===== config.mk =====
export PLATFORM = sky130hd
export DESIGN_NAME = alu_arbiter
export DESIGN_NICKNAME = d
export VERILOG_FILES = /design/src/rtl/alu_arbiter_pkg.sv /design/src/rtl/alu_arbiter_alu.sv /design/src/rtl/alu_arbiter.sv
export SDC_FILE = /design/constraint.sdc
export NUM_CORES = 1
export LEC_CHECK = 0
export CORE_ASPECT_RATIO = 2
export CORE_MARGIN = 2
export CORE_UTILIZATION = 56
export CTS_BUF_LIST = sky130_fd_sc_hd__clkbuf_16
export DETAILED_ROUTE_END_ITERATION = 12
export GPL_ROUTABILITY_DRIVEN = 0
export HOLD_SLACK_MARGIN = 0.15
export PLACE_DENSITY = 0.9
export SETUP_SLACK_MARGIN = 0.15
export SLEW_MARGIN = 20
export SYNTH_ARGS = -nofsm -noshare
export SYNTH_HDL_FRONTEND = slang
export SYNTH_SLANG_ARGS = --single-unit

===== constraint.sdc =====
create_clock -name clk -period 7.7 [get_ports clk]
set_input_delay 1.54 -clock clk [delete_from_list [all_inputs] [get_ports clk]]
set_output_delay 1.54 -clock clk [all_outputs]
set_load 0.01 [all_outputs]

===== src/rtl/alu_arbiter_pkg.sv =====
// Shared types, ALU op codes and round-robin helper for the ALU arbiter.
package alu_arbiter_pkg;

  typedef logic [31:0] u32;
  typedef logic [2:0]  u3;
  typedef logic        u1;

  // Upper bound on requesters; sizes the round-robin pointer.
  localparam int unsigned ALU_NREQ_MAX = 4;
  localparam int unsigned PTR_W        = $clog2(ALU_NREQ_MAX);

  // ALUcont encodings.
  localparam u3 ALU_AND  = 3'd0;
  localparam u3 ALU_OR   = 3'd1;
  localparam u3 ALU_ADD  = 3'd2;
  localparam u3 ALU_XOR  = 3'd3;
  localparam u3 ALU_RAND = 3'd4;
  localparam u3 ALU_ROR  = 3'd5;
  localparam u3 ALU_SUB  = 3'd6;
  localparam u3 ALU_SLT  = 3'd7;

  // Operation payload steered onto the shared ALU.
  typedef struct packed {
    u3  op;
    u32 a;
    u32 b;
  } alu_req_t;

  // Idle ALU inputs: AND of zeros, so the idle result is 0.
  localparam alu_req_t ALU_IDLE = '{op: ALU_AND, a: 32'd0, b: 32'd0};

  // Pointer value following a grant to requester idx.
  function automatic logic [PTR_W-1:0] rr_next(input int unsigned idx,
                                                input int unsigned nreq);
    return PTR_W'((idx + 32'd1) % nreq);
  endfunction

endpackage


===== src/rtl/alu_arbiter_alu.sv =====
// Combinational 32-bit ALU shared by the arbiter's requesters.
//   a, b      : operands
//   alu_cont  : ALU_* op code
//   result_c  : combinational result
//   zero_c    : combinational (result == 0)
module alu_arbiter_alu
  import alu_arbiter_pkg::*;
(
  input  u32   a,
  input  u32   b,
  input  u3    alu_cont,
  output u32   result_c,
  output logic zero_c
);

  logic [63:0] ror_dbl;
  u32          mix0;
  u32          mix1;
  u32          mix2;

  // Op decode; SLT is a signed compare, ROR rotates by b[4:0].
  always_comb begin
    result_c = '0;
    ror_dbl  = {a, a} >> b[4:0];
    mix0     = a ^ b;
    mix1     = mix0 ^ (mix0 << 13);
    mix2     = mix1 ^ (mix1 >> 17);
    case (alu_cont)
      ALU_AND:  result_c = a & b;
      ALU_OR:   result_c = a | b;
      ALU_ADD:  result_c = a + b;
      ALU_XOR:  result_c = a ^ b;
      ALU_RAND: result_c = mix2 ^ (mix2 << 5);
      ALU_ROR:  result_c = ror_dbl[31:0];
      ALU_SUB:  result_c = a - b;
      ALU_SLT:  result_c = {31'd0, ($signed(a) < $signed(b))};
      default:  result_c = '0;
    endcase
  end

  assign zero_c = (result_c == 32'd0);

endmodule


===== src/rtl/alu_arbiter.sv =====
// Round-robin arbiter sharing one combinational ALU between NREQ requesters,
// with a one-deep registered response slot per requester.
//   clk, resetn  : clock, async active-low reset
//   req_valid    : requester i presents an operation
//   req_ready    : requester i granted this cycle (combinational, one-hot/zero)
//   req_a/b/op   : per-requester operands and ALU op code
//   rsp_valid    : slot i holds a result
//   rsp_ready    : requester i accepts its response
//   rsp_result   : registered ALU result for slot i
//   rsp_zero     : registered ALU zero flag for slot i
module alu_arbiter
  import alu_arbiter_pkg::*;
#(
  parameter int unsigned NREQ = 2   // legal range 2..ALU_NREQ_MAX
) (
  input  logic            clk,
  input  logic            resetn,
  input  logic [NREQ-1:0] req_valid,
  output logic [NREQ-1:0] req_ready,
  input  u32   [NREQ-1:0] req_a,
  input  u32   [NREQ-1:0] req_b,
  input  u3    [NREQ-1:0] req_op,
  output logic [NREQ-1:0] rsp_valid,
  input  logic [NREQ-1:0] rsp_ready,
  output u32   [NREQ-1:0] rsp_result,
  output logic [NREQ-1:0] rsp_zero
);

  logic [PTR_W-1:0] ptr;
  logic [PTR_W-1:0] ptr_nxt;
  logic [NREQ-1:0]  elig;
  logic [NREQ-1:0]  grant;
  logic             found;
  alu_req_t         alu_in;
  u32               alu_result_c;
  logic             alu_zero_c;

  // A slot accepts new data when empty or being drained this cycle.
  assign elig = req_valid & (~rsp_valid | rsp_ready);

  // Round-robin pick starting at ptr; nothing is granted while in reset.
  always_comb begin
    grant   = '0;
    ptr_nxt = ptr;
    found   = 1'b0;
    if (resetn) begin
      for (int unsigned k = 0; k < NREQ; k++) begin
        for (int unsigned i = 0; i < NREQ; i++) begin
          if (!found && (i == (32'(ptr) + k) % NREQ) && elig[i]) begin
            found    = 1'b1;
            grant[i] = 1'b1;
            ptr_nxt  = rr_next(i, NREQ);
          end
        end
      end
    end
  end

  assign req_ready = grant;

  // One-hot steer of the granted operation; idle inputs otherwise.
  always_comb begin
    alu_in = ALU_IDLE;
    for (int unsigned i = 0; i < NREQ; i++) begin
      if (grant[i]) begin
        alu_in = '{op: req_op[i], a: req_a[i], b: req_b[i]};
      end
    end
  end

  alu_arbiter_alu u_alu (
    .a        (alu_in.a),
    .b        (alu_in.b),
    .alu_cont (alu_in.op),
    .result_c (alu_result_c),
    .zero_c   (alu_zero_c)
  );

  // Response slots and pointer; a refill wins over a same-cycle drain.
  always_ff @(posedge clk or negedge resetn) begin
    if (!resetn) begin
      ptr        <= '0;
      rsp_valid  <= '0;
      rsp_result <= '0;
      rsp_zero   <= '0;
    end else begin
      ptr       <= ptr_nxt;
      rsp_valid <= grant | (rsp_valid & ~rsp_ready);
      for (int unsigned i = 0; i < NREQ; i++) begin
        if (grant[i]) begin
          rsp_result[i] <= alu_result_c;
          rsp_zero[i]   <= alu_zero_c;
        end
      end
    end
  end

endmodule


==> impl_metrics.py, run 1 <==
metrics = {
    "run_status": {
        "status": "aborted with a tool error",
        "lastStage": "5_1_grt",
        "tool.error": "[ERROR GRT-0116] Global routing finished with congestion. Check the congestion regions in the DRC Viewer.",
    },
    "global_route": {
        "gr-total-overflow": 14,
        "grt_max_degree": 67,
        "grt_pass1_vias": 17200,
        "grt.total_usage": 0.562,
        "grt_pass1_wl_um": 100000,
    },
    "clocking": {
        "ctsResizeCount": 0,
        "htree_levels": 3,
        "post_cts_buffers": 0,
        "cts_inserted_buffers": 9,
        "cts.sinks": 69,
        "cts_root_buf": "clkbuf_16",
        "cts_hold_buf": 0,
        "clockBufferDepth": 2,
    },
    "logic_synthesis": {
        "postSynthCellCount": 1759,
        "synth_area_leaders": "dfrtp_1 14%, ha_1 9.8%, nand2_1 6.4%",
        "avgSynthCellArea_um2": 7.12,
        "synth-seq-cells": 69,
        "synth-edff-count": 0,
        "syn_nets": 1999,
        "synth_cell_type_count": 106,
        "netlist.area_leader.share": 0.138,
        "ys_seq_area_frac": 0.138,
        "synth_ff_type": "dfrtp_1",
        "async_flop_share": 1.00,
        "netlist_area_um2": 12500,
        "yosys.area.top_type": "dfrtp_1",
        "yosys_warnings": 0,
    },
    "floorplan": {
        "rows": 77,
        "die_w_um": 110,
        "io_pins": 210,
        "dieHeight_um": 216,
        "initial_core_util": 0.568,
    },
    "place": {
        "hpwl_um": 45300,
        "port_buffers": 209,
        "dpl_cell_area_um2": 14700,
    },
}
[cell usage after synthesis, types with 14 or more instances]
master,number
nor3_1,44
o211ai_1,53
o22ai_1,87
inv_1,94
clkbuf_1,71
o21a_1,17
a31oi_1,15
ha_1,98
buf_2,39
xnor2_1,59
nand4_1,27
a211oi_1,21
xor2_1,27
a21oi_1,129
mux2i_1,45
buf_1,14
o21ai_0,123
nand3_1,17
nand2_1,215
dfrtp_1,69
a22o_1,64
nor2_1,142
[routing by layer]
metal / GRT overflow / track usage
met1: 0 / 0.560
met2: 2 / 0.766
met3: 0 / 0.332
met4: 12 / 0.557
met5: 0 / 0.109
[kinds of logic after synthesis]
group / count (synthesis) / synth area share
buf+inv: 243 / 0.0863
mux: 47 / 0.0378
flops: 69 / 0.138
simple gates: 521 / 0.188
compound gates: 693 / 0.389
fa+ha+maj: 100 / 0.101
xor+xnor: 86 / 0.0601
[stage by stage]
stage	worst slack [ns]	utilization	std cells	hold slack (ns)
after floorplan	1.04	-	1759	0.491
after global placement	0.297	0.666	2153	0.461
after detailed placement	0.137	0.667	2153	0.462
after CTS	0.448	0.681	2169	0.483
==> run 2, diff against run 1 <==
==> config.mk (replaced) <==
export PLATFORM = sky130hd
export DESIGN_NAME = alu_arbiter
export DESIGN_NICKNAME = d
export VERILOG_FILES = /design/src/rtl/alu_arbiter_pkg.sv /design/src/rtl/alu_arbiter_alu.sv /design/src/rtl/alu_arbiter.sv
export SDC_FILE = /design/constraint.sdc
export NUM_CORES = 1
export LEC_CHECK = 0
export CORE_MARGIN = 2
export CORE_UTILIZATION = 40
export DETAILED_ROUTE_END_ITERATION = 12
export GPL_ROUTABILITY_DRIVEN = 0
export PLACE_DENSITY_LB_ADDON = 0.15
export SLEW_MARGIN = 20
export SYNTH_ARGS = -nofsm -noshare
export SYNTH_HDL_FRONTEND = slang
export SYNTH_SLANG_ARGS = --single-unit
==> impl_metrics.py, run 2 <==
metrics = {
    "detailed_routing": {
        "wl_um": 58800,
        "drtIter0Drc": 2501,
        "vias_per_cell": 6.66,
        "vias": 15300,
        "drtPass1Iterations": 11,
        "wl_per_cell_um": 25.5,
        "drc": 1,
        "drt.antenna.violating_nets": 0,
    },
    "finish": {
        "fin_util": 0.497,
        "layout_commonest_cell": "nand2_1",
        "nets": 2142,
        "regMostFlops": "rsp_result",
        "fillCellCount": 3114,
        "mostFrequentLayoutCells": "214 x nand2_1, 207 x clkdlybuf4s50_1, 141 x nor2_1",
        "largest_reg_flops": 64,
        "drive_gt1_frac": 0.0766,
        "largest_registers": "rsp_result: 64 flops, rsp_valid: 2 flops, rsp_zero: 2 flops",
        "area_growth_pct": 22.1,
        "diodes": 0,
    },
    "power_and_ir_drop": {
        "vdd_drop_max_mv": 0.129,
        "p_switching_mw": 1.56,
        "internal-power_mw": 1.67,
        "power.share.clock": 0.146,
        "pwr-share-seq": 0.172,
        "swShare": 0.482,
        "combPwrFrac": 0.681,
        "power_mw": 3.23,
        "p_leak_nw": 5.94,
        "power.density_nw_per_um2": 211,
    },
    "floorplan": {
        "initial_core_util": 0.407,
        "dieHeight_um": 181,
        "rows": 64,
        "core-area_um2": 30700,
        "die_w_um": 181,
        "io_pins": 210,
        "die-area_um2": 32800,
    },
    "logic_synthesis": {
        "syn_nets": 1999,
        "synth_cell_type_count": 106,
        "async_flop_share": 1.00,
        "synth-seq-cells": 69,
        "synth-edff-count": 0,
        "postSynthCellCount": 1759,
        "synth_ff_type": "dfrtp_1",
        "yosys_warnings": 0,
        "netlist.area_leader.share": 0.138,
        "netlist_area_um2": 12500,
        "yosys.area.top_type": "dfrtp_1",
        "synth_area_leaders": "dfrtp_1 14%, ha_1 9.8%, nand2_1 6.4%",
        "avgSynthCellArea_um2": 7.12,
        "synthTopCellsByCount": "215 x nand2_1, 142 x nor2_1, 129 x a21oi_1",
        "yosys.cell_count.top_type": "nand2_1",
        "ys_seq_area_frac": 0.138,
    },
    "clocking": {
        "htree_levels": 3,
        "cts.reportedPaths.clkPinSlew_ns": 0.05,
        "clock_latency_ns": 0.33,
        "cts_root_buf": "clkbuf_16",
        "clockBufferDepth": 2,
        "cts_inserted_buffers": 9,
        "cts_tree": "done",
        "ctsResizeCount": 0,
        "cts.sinks": 69,
        "post_cts_buffers": 0,
        "cts_hold_buf": 0,
    },
    "place": {
        "hpwl_um": 46100,
        "port_buffers": 209,
    },
    "timing": {
        "rsz0062_at_grt": "false",
        "slew_headroom": 0.270,
        "min_period_ns": 7.38,
        "min_period_over_period": 0.958,
        "clock_skew_ns": 0.00546,
        "worst_pin_slew_ns": 1.08,
        "hold_violations": 0,
        "whs_ns": 0.472,
        "setup_viol": 0,
        "setup_tns_ns": 0,
        "slew_violations": 0,
        "fmax_mhz": 136,
    },
    "worst_setup_path": {
        "slowest_stage": "a211oi_1",
        "crit_end": "rsp_zero[1]",
        "startpoint": "req_valid[1]",
        "endpoint_kind": "flip-flop",
        "r2r_start": "rsp_valid[1]",
        "crit_arrival_ns": 7.63,
        "r2r_cells": 20,
        "crit_top_cell": "xnor2_1",
        "crit_chain": "clkdlybuf4s50_1 -> and2_1 -> a211oi_4 -> nand2_2 -> inv_2 -> buf_4 -> a22o_1 -> ha_1 -> buf_4 -> xnor2_1 -> xnor2_1 -> xnor2_1 -> a21oi_1 -> or3_1 -> o311ai_0 -> a211oi_1 -> nand4b_1 -> or4b_1 -> nor4b_2 -> nand4b_1 -> o21ai_1",
        "rrSetupSlack_ns": 1.73,
        "cp_max_fo": 22,
        "cp_data_required_time_ns": 7.95,
        "critPathMaxStageDelay_ns": 0.63,
        "path_class": "primary input to flip-flop",
        "critPathLaunchType": "primary input",
        "reg2reg_to": "rsp_zero[1]",
    },
    "global_route": {
        "antenna_found_initial": 0,
        "grt_max_degree": 70,
        "grt.total_usage": 0.344,
        "grt_pass1_vias": 14100,
        "gr-total-overflow": 0,
        "grt_pass1_wl_um": 87200,
    },
    "run_status": {
        "status": "finished, violations left",
        "violations": "DRC",
    },
    "min_path": {
        "min_path_cells": 2,
        "holdCritPathClass": "flip-flop to flip-flop",
    },
    "job": {
        "drv_cap": 0,
    },
}
run 2: cell type report:
class | count | area, um^2 | area share
Clock inverter | 6 | 110 | 0.00720
Sequential cell | 69 | 1730 | 0.113
Inverter | 101 | 382 | 0.0250
Clock buffer | 10 | 239 | 0.0156
Multi-Input combinational cell | 1447 | 9740 | 0.637
Timing Repair Buffer | 274 | 2600 | 0.170
Tap cell | 396 | 495 | 0.0324
run 2: worst min-delay path by stage:
stage	from	endpoint	slack, ns
floorplan	ptr[0]	ptr[0]	0.49
global placement	rsp_result[43]	rsp_result[43]	0.46
detailed placement	rsp_result[51]	rsp_result[51]	0.46
CTS	rsp_result[51]	rsp_result[51]	0.48
global route	rsp_result[63]	rsp_result[63]	0.50
finish	rsp_result[43]	rsp_result[43]	0.47
run 2: cell families after synthesis:
family / count (synthesis) / synth area share
muxes: 47 / 0.0378
and+or+nand+nor: 521 / 0.188
xor gates and xnor gates: 86 / 0.0601
adders and majority gates: 100 / 0.101
AOI/OAI and AO/OA: 693 / 0.389
DFF: 69 / 0.138
buffers and inverters: 243 / 0.0863
run 2: power by group through the flow:
stage          Clock [mW]  Sequential (mW)  Combinational, mW
3_5_place_dp            0            0.564               2.10
6_report            0.473            0.557               2.20
3_3_place_gp            0            0.560               2.09
2_1_floorplan           0            0.603               1.20
5_1_grt             0.492            0.573               2.30
4_1_cts             0.477            0.559               2.11
run 2: per-stage QoR:
stage | instance area [um^2] | instances | setup slack (ns)
floorplan | 12500 | 1759 | 1.04
detailed placement | 14900 | 2287 | 0.195
global placement | 14900 | 2287 | 0.291
CTS | 15300 | 2303 | 0.516
global route | 15300 | 2303 | 0.0537
finish | 15300 | 2303 | 0.322
run 2: worst max-delay path: cells and delay by family:
| family | cells | cell delay (ns) |
|---|---|---|
| compound gates | 6 | 1.89 |
| simple gates | 7 | 1.72 |
| buf+inv | 4 | 1.18 |
| fa+ha+maj | 1 | 0.26 |
| xor+xnor | 3 | 1.00 |
run 2: layer usage:
layer	vias to the layer above	global-route usage	wire length, um
met4	0	0.215	4640
met1	7144	0.446	22800
met2	1133	0.525	24700
met5	-	0	0
li1	6822	-	-
met3	250	0.0677	6600
Note: power is estimated with default switching activity, not from simulation.
==> run 3, diff against run 2 <==
--- a/config.mk
+++ b/config.mk
@@ -5,6 +5,7 @@
 export SDC_FILE = /design/constraint.sdc
 export NUM_CORES = 1
 export LEC_CHECK = 0
+export CAP_MARGIN = 20
 export CORE_MARGIN = 2
 export CORE_UTILIZATION = 40
 export DETAILED_ROUTE_END_ITERATION = 12
==> results of run 3 <==
Final layout, timing and power as in run 2 (identical DEF).
